[config.mk]
export PLATFORM = sky130hd
export DESIGN_NAME = spi_flash_program_sequencer
export DESIGN_NICKNAME = d
export VERILOG_FILES = /design/src/rtl/spi_flash_program_sequencer.sv
export SDC_FILE = /design/constraint.sdc
export NUM_CORES = 1
export LEC_CHECK = 0
export ABC_AREA = 1
export ABC_CLOCK_PERIOD_IN_PS = 2600
export CAP_MARGIN = 20
export CELL_PAD_IN_SITES_DETAIL_PLACEMENT = 1
export CELL_PAD_IN_SITES_GLOBAL_PLACEMENT = 2
export CORE_AREA = 2 2 210 212
export DETAILED_ROUTE_END_ITERATION = 6
export DIE_AREA = 0 0 212 214
export GPL_ROUTABILITY_DRIVEN = 0
export PLACE_DENSITY_LB_ADDON = 0.1
export SLEW_MARGIN = 15
export SYNTH_ARGS = -nofsm -noshare
export SYNTH_HDL_FRONTEND = slang
export SYNTH_SLANG_ARGS = --single-unit
[constraint.sdc]
create_clock -name clock -period 2.6 [get_ports clock]
set_input_delay 0.65 -clock clock [delete_from_list [all_inputs] [get_ports clock]]
set_output_delay 0.65 -clock clock [all_outputs]
set_load 0.01 [all_outputs]
[src/rtl/spi_flash_program_sequencer.sv]
// Autonomous erase / 32-byte page-program sequencer driving the SPI flash custom-instruction port.
// Optional poll timeout enabled by defining SPI_SEQ_POLL_TIMEOUT_EN.
module spi_flash_program_sequencer #(
    parameter logic [7:0]  customInstructionNr = 8'd0,
    parameter logic [15:0] pollInterval        = 16'd64,
    parameter logic [31:0] pollTimeout         = 32'd50000000
) (
    input  logic        clock,
    input  logic        nReset,
    input  logic        startIn,
    input  logic        eraseIn,
    input  logic        programIn,
    input  logic [23:0] addressIn,
    input  logic        dataWeIn,
    input  logic [2:0]  dataIdxIn,
    input  logic [31:0] dataIn,
    output logic        busyOut,
    output logic        doneOut,
    output logic [1:0]  errorOut,
    output logic [7:0]  ciN,
    output logic [31:0] ciDataA,
    output logic [31:0] ciDataB,
    output logic        ciStart,
    output logic        ciCke,
    input  logic        ciDone,
    input  logic [31:0] ciResult
);

    typedef enum logic [3:0] {
        IDLE, E_ADDR, E_CMD, E_WAIT, E_POLL,
        P_DATA, P_ADDR, P_CMD, P_WAIT, P_POLL, DONE
    } state_t;

    typedef enum logic [1:0] {
        ERR_OK = 2'b00, ERR_WRITE = 2'b01, ERR_ERASE = 2'b10, ERR_TIMEOUT = 2'b11
    } err_t;

    localparam logic [31:0] SEL_ADDR  = 32'h16;
    localparam logic [31:0] SEL_CTRL  = 32'h07;
    localparam logic [31:0] SEL_DATA0 = 32'h18;

    state_t      state, state_nxt;
    err_t        err_q, err_nxt;
    logic        ci_req;
    logic        ci_state;
    logic        ci_fire;
    logic        wait_end;
    logic        poll_limit;
    logic [2:0]  word_idx;
    logic [15:0] wait_cnt;
    logic        program_q;
    logic [23:0] addr_q;
    logic [31:0] page_buf [8];

    assign ci_state = state inside {E_ADDR, E_CMD, E_POLL, P_DATA, P_ADDR, P_CMD, P_POLL};
    assign ci_fire  = ci_req && ciDone;
    assign wait_end = (wait_cnt == pollInterval - 16'd1);

`ifdef SPI_SEQ_POLL_TIMEOUT_EN
    logic [31:0] poll_cnt;

    always_ff @(posedge clock or negedge nReset) begin
        if (!nReset) begin
            poll_cnt <= '0;
        end else if (ci_fire && (state == E_CMD || state == P_CMD)) begin
            poll_cnt <= '0;
        end else if (ci_fire && (state == E_POLL || state == P_POLL)) begin
            poll_cnt <= poll_cnt + 32'd1;
        end
    end

    assign poll_limit = (poll_cnt + 32'd1 == pollTimeout);
`else
    logic unused_timeout;
    assign unused_timeout = ^pollTimeout;
    assign poll_limit     = 1'b0;
`endif

    logic unused_result;
    assign unused_result = ^ciResult[31:3];

    // NOTE: sequential state uses non-blocking assignments so every register samples pre-edge values.
    always_ff @(posedge clock or negedge nReset) begin
        if (!nReset) begin
            state <= IDLE;
            err_q <= ERR_OK;
        end else begin
            state <= state_nxt;
            err_q <= err_nxt;
        end
    end

    // NOTE: every comb output gets a default first so no path can infer a latch.
    always_comb begin
        state_nxt = state;
        err_nxt   = err_q;
        case (state)
            IDLE: if (startIn) begin
                err_nxt = ERR_OK;
                if (eraseIn)        state_nxt = E_ADDR;
                else if (programIn) state_nxt = P_DATA;
                else                state_nxt = DONE;
            end
            E_ADDR: if (ci_fire) state_nxt = E_CMD;
            E_CMD:  if (ci_fire) state_nxt = E_WAIT;
            E_WAIT: if (wait_end) state_nxt = E_POLL;
            E_POLL: if (ci_fire) begin
                if (ciResult[0]) begin
                    if (poll_limit) begin
                        state_nxt = DONE;
                        err_nxt   = ERR_TIMEOUT;
                    end else begin
                        state_nxt = E_WAIT;
                    end
                end else if (ciResult[2]) begin
                    state_nxt = DONE;
                    err_nxt   = ERR_ERASE;
                end else begin
                    state_nxt = program_q ? P_DATA : DONE;
                end
            end
            P_DATA: if (ci_fire && word_idx == 3'd7) state_nxt = P_ADDR;
            P_ADDR: if (ci_fire) state_nxt = P_CMD;
            P_CMD:  if (ci_fire) state_nxt = P_WAIT;
            P_WAIT: if (wait_end) state_nxt = P_POLL;
            P_POLL: if (ci_fire) begin
                if (ciResult[0]) begin
                    if (poll_limit) begin
                        state_nxt = DONE;
                        err_nxt   = ERR_TIMEOUT;
                    end else begin
                        state_nxt = P_WAIT;
                    end
                end else begin
                    state_nxt = DONE;
                    err_nxt   = ciResult[1] ? ERR_WRITE : ERR_OK;
                end
            end
            DONE:    state_nxt = IDLE;
            default: state_nxt = IDLE;
        endcase
    end

    // Request is low on the first cycle of each CI state, giving the mandatory idle gap.
    always_ff @(posedge clock or negedge nReset) begin
        if (!nReset) begin
            ci_req    <= 1'b0;
            word_idx  <= '0;
            wait_cnt  <= '0;
            program_q <= 1'b0;
            addr_q    <= '0;
        end else begin
            ci_req   <= ci_state && !ci_fire;
            wait_cnt <= (state == E_WAIT || state == P_WAIT) ? wait_cnt + 16'd1 : 16'd0;
            if (state == P_DATA && ci_fire) word_idx <= word_idx + 3'd1;
            if (state == IDLE && startIn) begin
                program_q <= programIn;
                addr_q    <= addressIn;
            end
        end
    end

    // NOTE: the page buffer is a small register file, so it takes the async reset like any other state.
    always_ff @(posedge clock or negedge nReset) begin
        if (!nReset) begin
            for (int i = 0; i < 8; i++) page_buf[i] <= '0;
        end else if (dataWeIn && !busyOut) begin
            page_buf[dataIdxIn] <= dataIn;
        end
    end

    always_comb begin
        busyOut = (state != IDLE) && (state != DONE);
        doneOut = (state == DONE);
        errorOut = err_q;
        ciStart = ci_req;
        ciDataA = '0;
        ciDataB = '0;
        case (state)
            E_ADDR: begin ciDataB = SEL_ADDR; ciDataA = {8'd0, addr_q}; end
            E_CMD:  begin ciDataB = SEL_CTRL; ciDataA = 32'h2; end
            E_POLL, P_POLL: begin ciDataB = SEL_CTRL; ciDataA = 32'h0; end
            P_DATA: begin ciDataB = SEL_DATA0 + {29'd0, word_idx}; ciDataA = page_buf[word_idx]; end
            P_ADDR: begin ciDataB = SEL_ADDR; ciDataA = {8'd0, addr_q[23:5], 5'd0}; end
            P_CMD:  begin ciDataB = SEL_CTRL; ciDataA = 32'h1; end
            default: ;
        endcase
    end

    assign ciCke = ciStart;
    assign ciN   = customInstructionNr;

endmodule

==> metrics.md <==
| Metric | Value |
|---|---|
| Status | finished, violations left |
| Failing checks | negative setup slack |
| Nets | 2002 |
| Share of Yosys cell area claimed by the top area cell type | 52.95% |
| Initial Util | 33.83% |
| Initial antenna violation count | 0 |
| Area Growth Syn to Fin | 32.78% |
| Core box area | 42890 µm² |
| Die Area | 45370 µm² |
| TritonRoute pass-1 iters | 5 |
| Worst-Margin Slew | 780.2 ps |
| Dominant synthesized flop cell | dfrtp_1 |
| Gate power share | 42.4% |
| Starting DRT DRC Count | 702 |
| Final WS setup | -155.5 ps |
| Reg2Reg Setup Slack | 100 ps |
| Final Hold Fails | 0 |
| Vias per cell | 4.922 |
| Period Utilization, post-route | 106.0% |
| Routed via count | 12370 |
| Synthesized cell area | 14510 µm² |
| Peak VDD IR | 485.5 µV |
| Share of layout cells above drive strength 1 | 21.63% |
| Ant diodes | 0 |
| WL final | 47370 µm |
| Crit Reg-Reg Startpoint | state[0]$_DFFE_PN0P_ |
| Flops & latches, synth | 307 |
| Leakage | 9.063 nW |
| CP arrival | 2110 ps |
| DIE HEIGHT | 214 µm |
| Psw | 8.715 mW |
| Maximum clock insertion buffer count | 3 |
| Reg2Reg Depth | 18 |
| Drt wl/cell | 18.85 µm |
| Dominant cells by area after synthesis | dfrtp_1 (53%), nand2_1 (12%), o21ai_0 (6.1%) |
| RSZ-0062 raised after global routing | yes |
| Crit path capture type | primary output |
| Sw frac | 36.63% |
| CP required | 1950 ps |
| Syn Area/Cell | 8.494 µm² |
| Row Count | 76 |
| Async S/R FF share, synth | 100.0% |
| I/O Buffers | 111 |
| Clock-pin slew on the worst setup and hold paths | 50 ps |
| Worst min path class | primary input to async pin |
| Final setup fails | 35 |
| Pwr/cell area | 1235 nW/µm² |
| Setup Skew | 20.11 ps |
| WS Path Type | flop to primary output |
| Min cycle time layout | 2755 ps |
| Most frequent cell after synthesis | nand2_1 |
| Max-cap violation count | 0 |
| Internal | 15.07 mW |
| Synth Instances | 1708 |
| Clock Power Share | 22.3% |
| First-pass GRT wire length | 74930 µm |
| Routed Antenna Nets | 0 |
| Largest area contributor in the netlist | dfrtp_1 |
| Peak Freq | 0.3629 GHz |
| Hold_buf cts | 0 |
| Largest net degree at the start of global routing | 65 |
| Distinct cells, synth | 32 |
| Critical path launch point type | flop |
| Seq/Total Area, Yosys | 52.95% |
| Capturing point of the worst reg2reg path | state[1]$_DFFE_PN0P_ |
| Synth warn | 0 |
| Io pins | 176 |
| Slew Limit Fails | 0 |
| Remaining global-route overflow | 0 |
| DRC violations left | 0 |
| Post-synth EDFFs | 0 |
| Vias in the first global route | 13030 |
| CTS Buf Count | 38 |
| Chip Width | 212 µm |
| Setup_tns | -3140 ps |
| CTS tree | yes |
| Crit-path max FO | 4 |
| Clk Latency, worst-skew pair | 560 ps |
| Clock Sinks | 307 |
| Worst rel slew slack | 47.44% |
| Most frequent cells after synthesis | nand2_1 (464), dfrtp_1 (307), o21ai_0 (177) |
| Seq pwr share | 35.4% |
| Total power | 23.79 mW |
| DPL Wire Length | 27590 µm |
| Root buffer cell | clkbuf_16 |
| H-tree depth | 2 |
| Total GRT Usage | 21.28% |
==> how the worst max path moves through the flow <==
stage	slack, ps	to	from
after global placement	-110	ciDataA[21]	state[3]$_DFFE_PN0P_
after floorplan	390	ciDataA[2]	state[3]$_DFFE_PN0P_
after global routing	-280	ciDataA[1]	state[1]$_DFFE_PN0P_
after CTS	-220	ciDataA[20]	word_idx[0]$_DFFE_PN0P_
after detailed placement	-80	ciDataA[21]	state[3]$_DFFE_PN0P_
final	-160	ciDataA[1]	state[1]$_DFFE_PN0P_
==> power groups by stage <==
stage	registers, mW	clock network, mW	logic (mW)
floorplan	8.00	0	5.21
global placement	8.24	0	7.99
detailed placement	8.32	0	8.15
CTS	8.31	5.46	9.31
global route	8.71	5.64	11.2
finish	8.41	5.29	10.1
==> area by class of cell <==
type,count,area [µm²]
well taps,585,732.0
flip-flops and latches,307,7689
clock buffers,55,1086
clock inverters,12,138.9
inverters,72,295.3
repair buffers,257,3047
fillers,4944,23620
multi-input cells,1225,6276
==> metal layers <==
layer | track usage (%) | wire length (µm)
met5 | 0 | 0
met4 | 4.648 | 816
met3 | 3.137 | 1217
met2 | 35.90 | 22970
met1 | 28.89 | 22360
==> metrics by stage <==
step	hold slack, ps	util [%]	worst slack (ps)	cell area, µm²	std cells
floorplan	354.4	-	393.5	14640	1742
global placement	447.3	38.90	-105.5	16680	2388
detailed placement	463.5	38.90	-83.34	16680	2388
CTS	49.97	43.72	-221.7	18750	2503
global route	59.06	44.92	-281.7	19260	2513
finish	36.43	44.92	-155.5	19260	2513
==> cells in the final DEF (no fill, tap or decap), types with 15 or more instances in the layout <==
| cell type | Yosys | final |
|---|---|---|
| nand2_1 | 464 | 436 |
| dfrtp_1 | 307 | 304 |
| o21ai_1 | 169 | 200 |
| nor2_1 | 158 | 133 |
| o21ai_0 | 177 | 127 |
| clkdlybuf4s50_1 | 0 | 71 |
| buf_4 | 37 | 63 |
| inv_1 | 71 | 62 |
| nand3_1 | 80 | 59 |
| clkbuf_16 | 0 | 46 |
| o21ai_2 | 24 | 41 |
| buf_12 | 0 | 40 |
| buf_6 | 36 | 38 |
| o22ai_1 | 46 | 36 |
| conb_1 | 1 | 35 |
| mux2_2 | 25 | 25 |
| buf_2 | 10 | 21 |
| nand2_2 | 1 | 19 |
| nand3_2 | 0 | 18 |
| nand2_4 | 6 | 16 |
| nor2_2 | 1 | 15 |
| a21oi_1 | 16 | 15 |
==> cells by family after synthesis <==
group / count (synthesis) / synth area share, %
compound gates: 436 / 16.14
xor+xnor: 3 / 0.1811
fa+ha+maj: 3 / 0.2588
buf+inv: 210 / 8.357
flops: 307 / 52.95
mux: 25 / 1.940
other cells: 1 / 0.02585
simple gates: 723 / 20.14
==> worst max-delay path, stage by stage, from the launching register on <==
cell and delay [ps]:
dfrtp_1 400, inv_2 90, nand2_4 60, nor2_4 150, inv_4 70, nor2_4 150, buf_12 160, buf_12 110
buf_12 100, nand2_4 40, nand4_1 80, buf_2 140
==> state kept, by name, indices dropped and copies added (netlist names) <==
| name | count |
|---|---|
| program_q | 1 |
| state | 4 |
| page_buf | 256 |
| word_idx | 3 |
| addr_q | 24 |
| wait_cnt | 16 |
| errorOut | 2 |
| ciCke | 1 |
==> timing repair <==
| item | in CTS | in global routing |
|---|---|---|
| pin swaps | 39 | 40 |
| gates resized for setup | 282 | 127 |
| setup buffers | 41 | 10 |
| endpoints found under the setup margin | 39 | 38 |
| cloned | 9 | 8 |
Power figures use the tool's default switching activity.
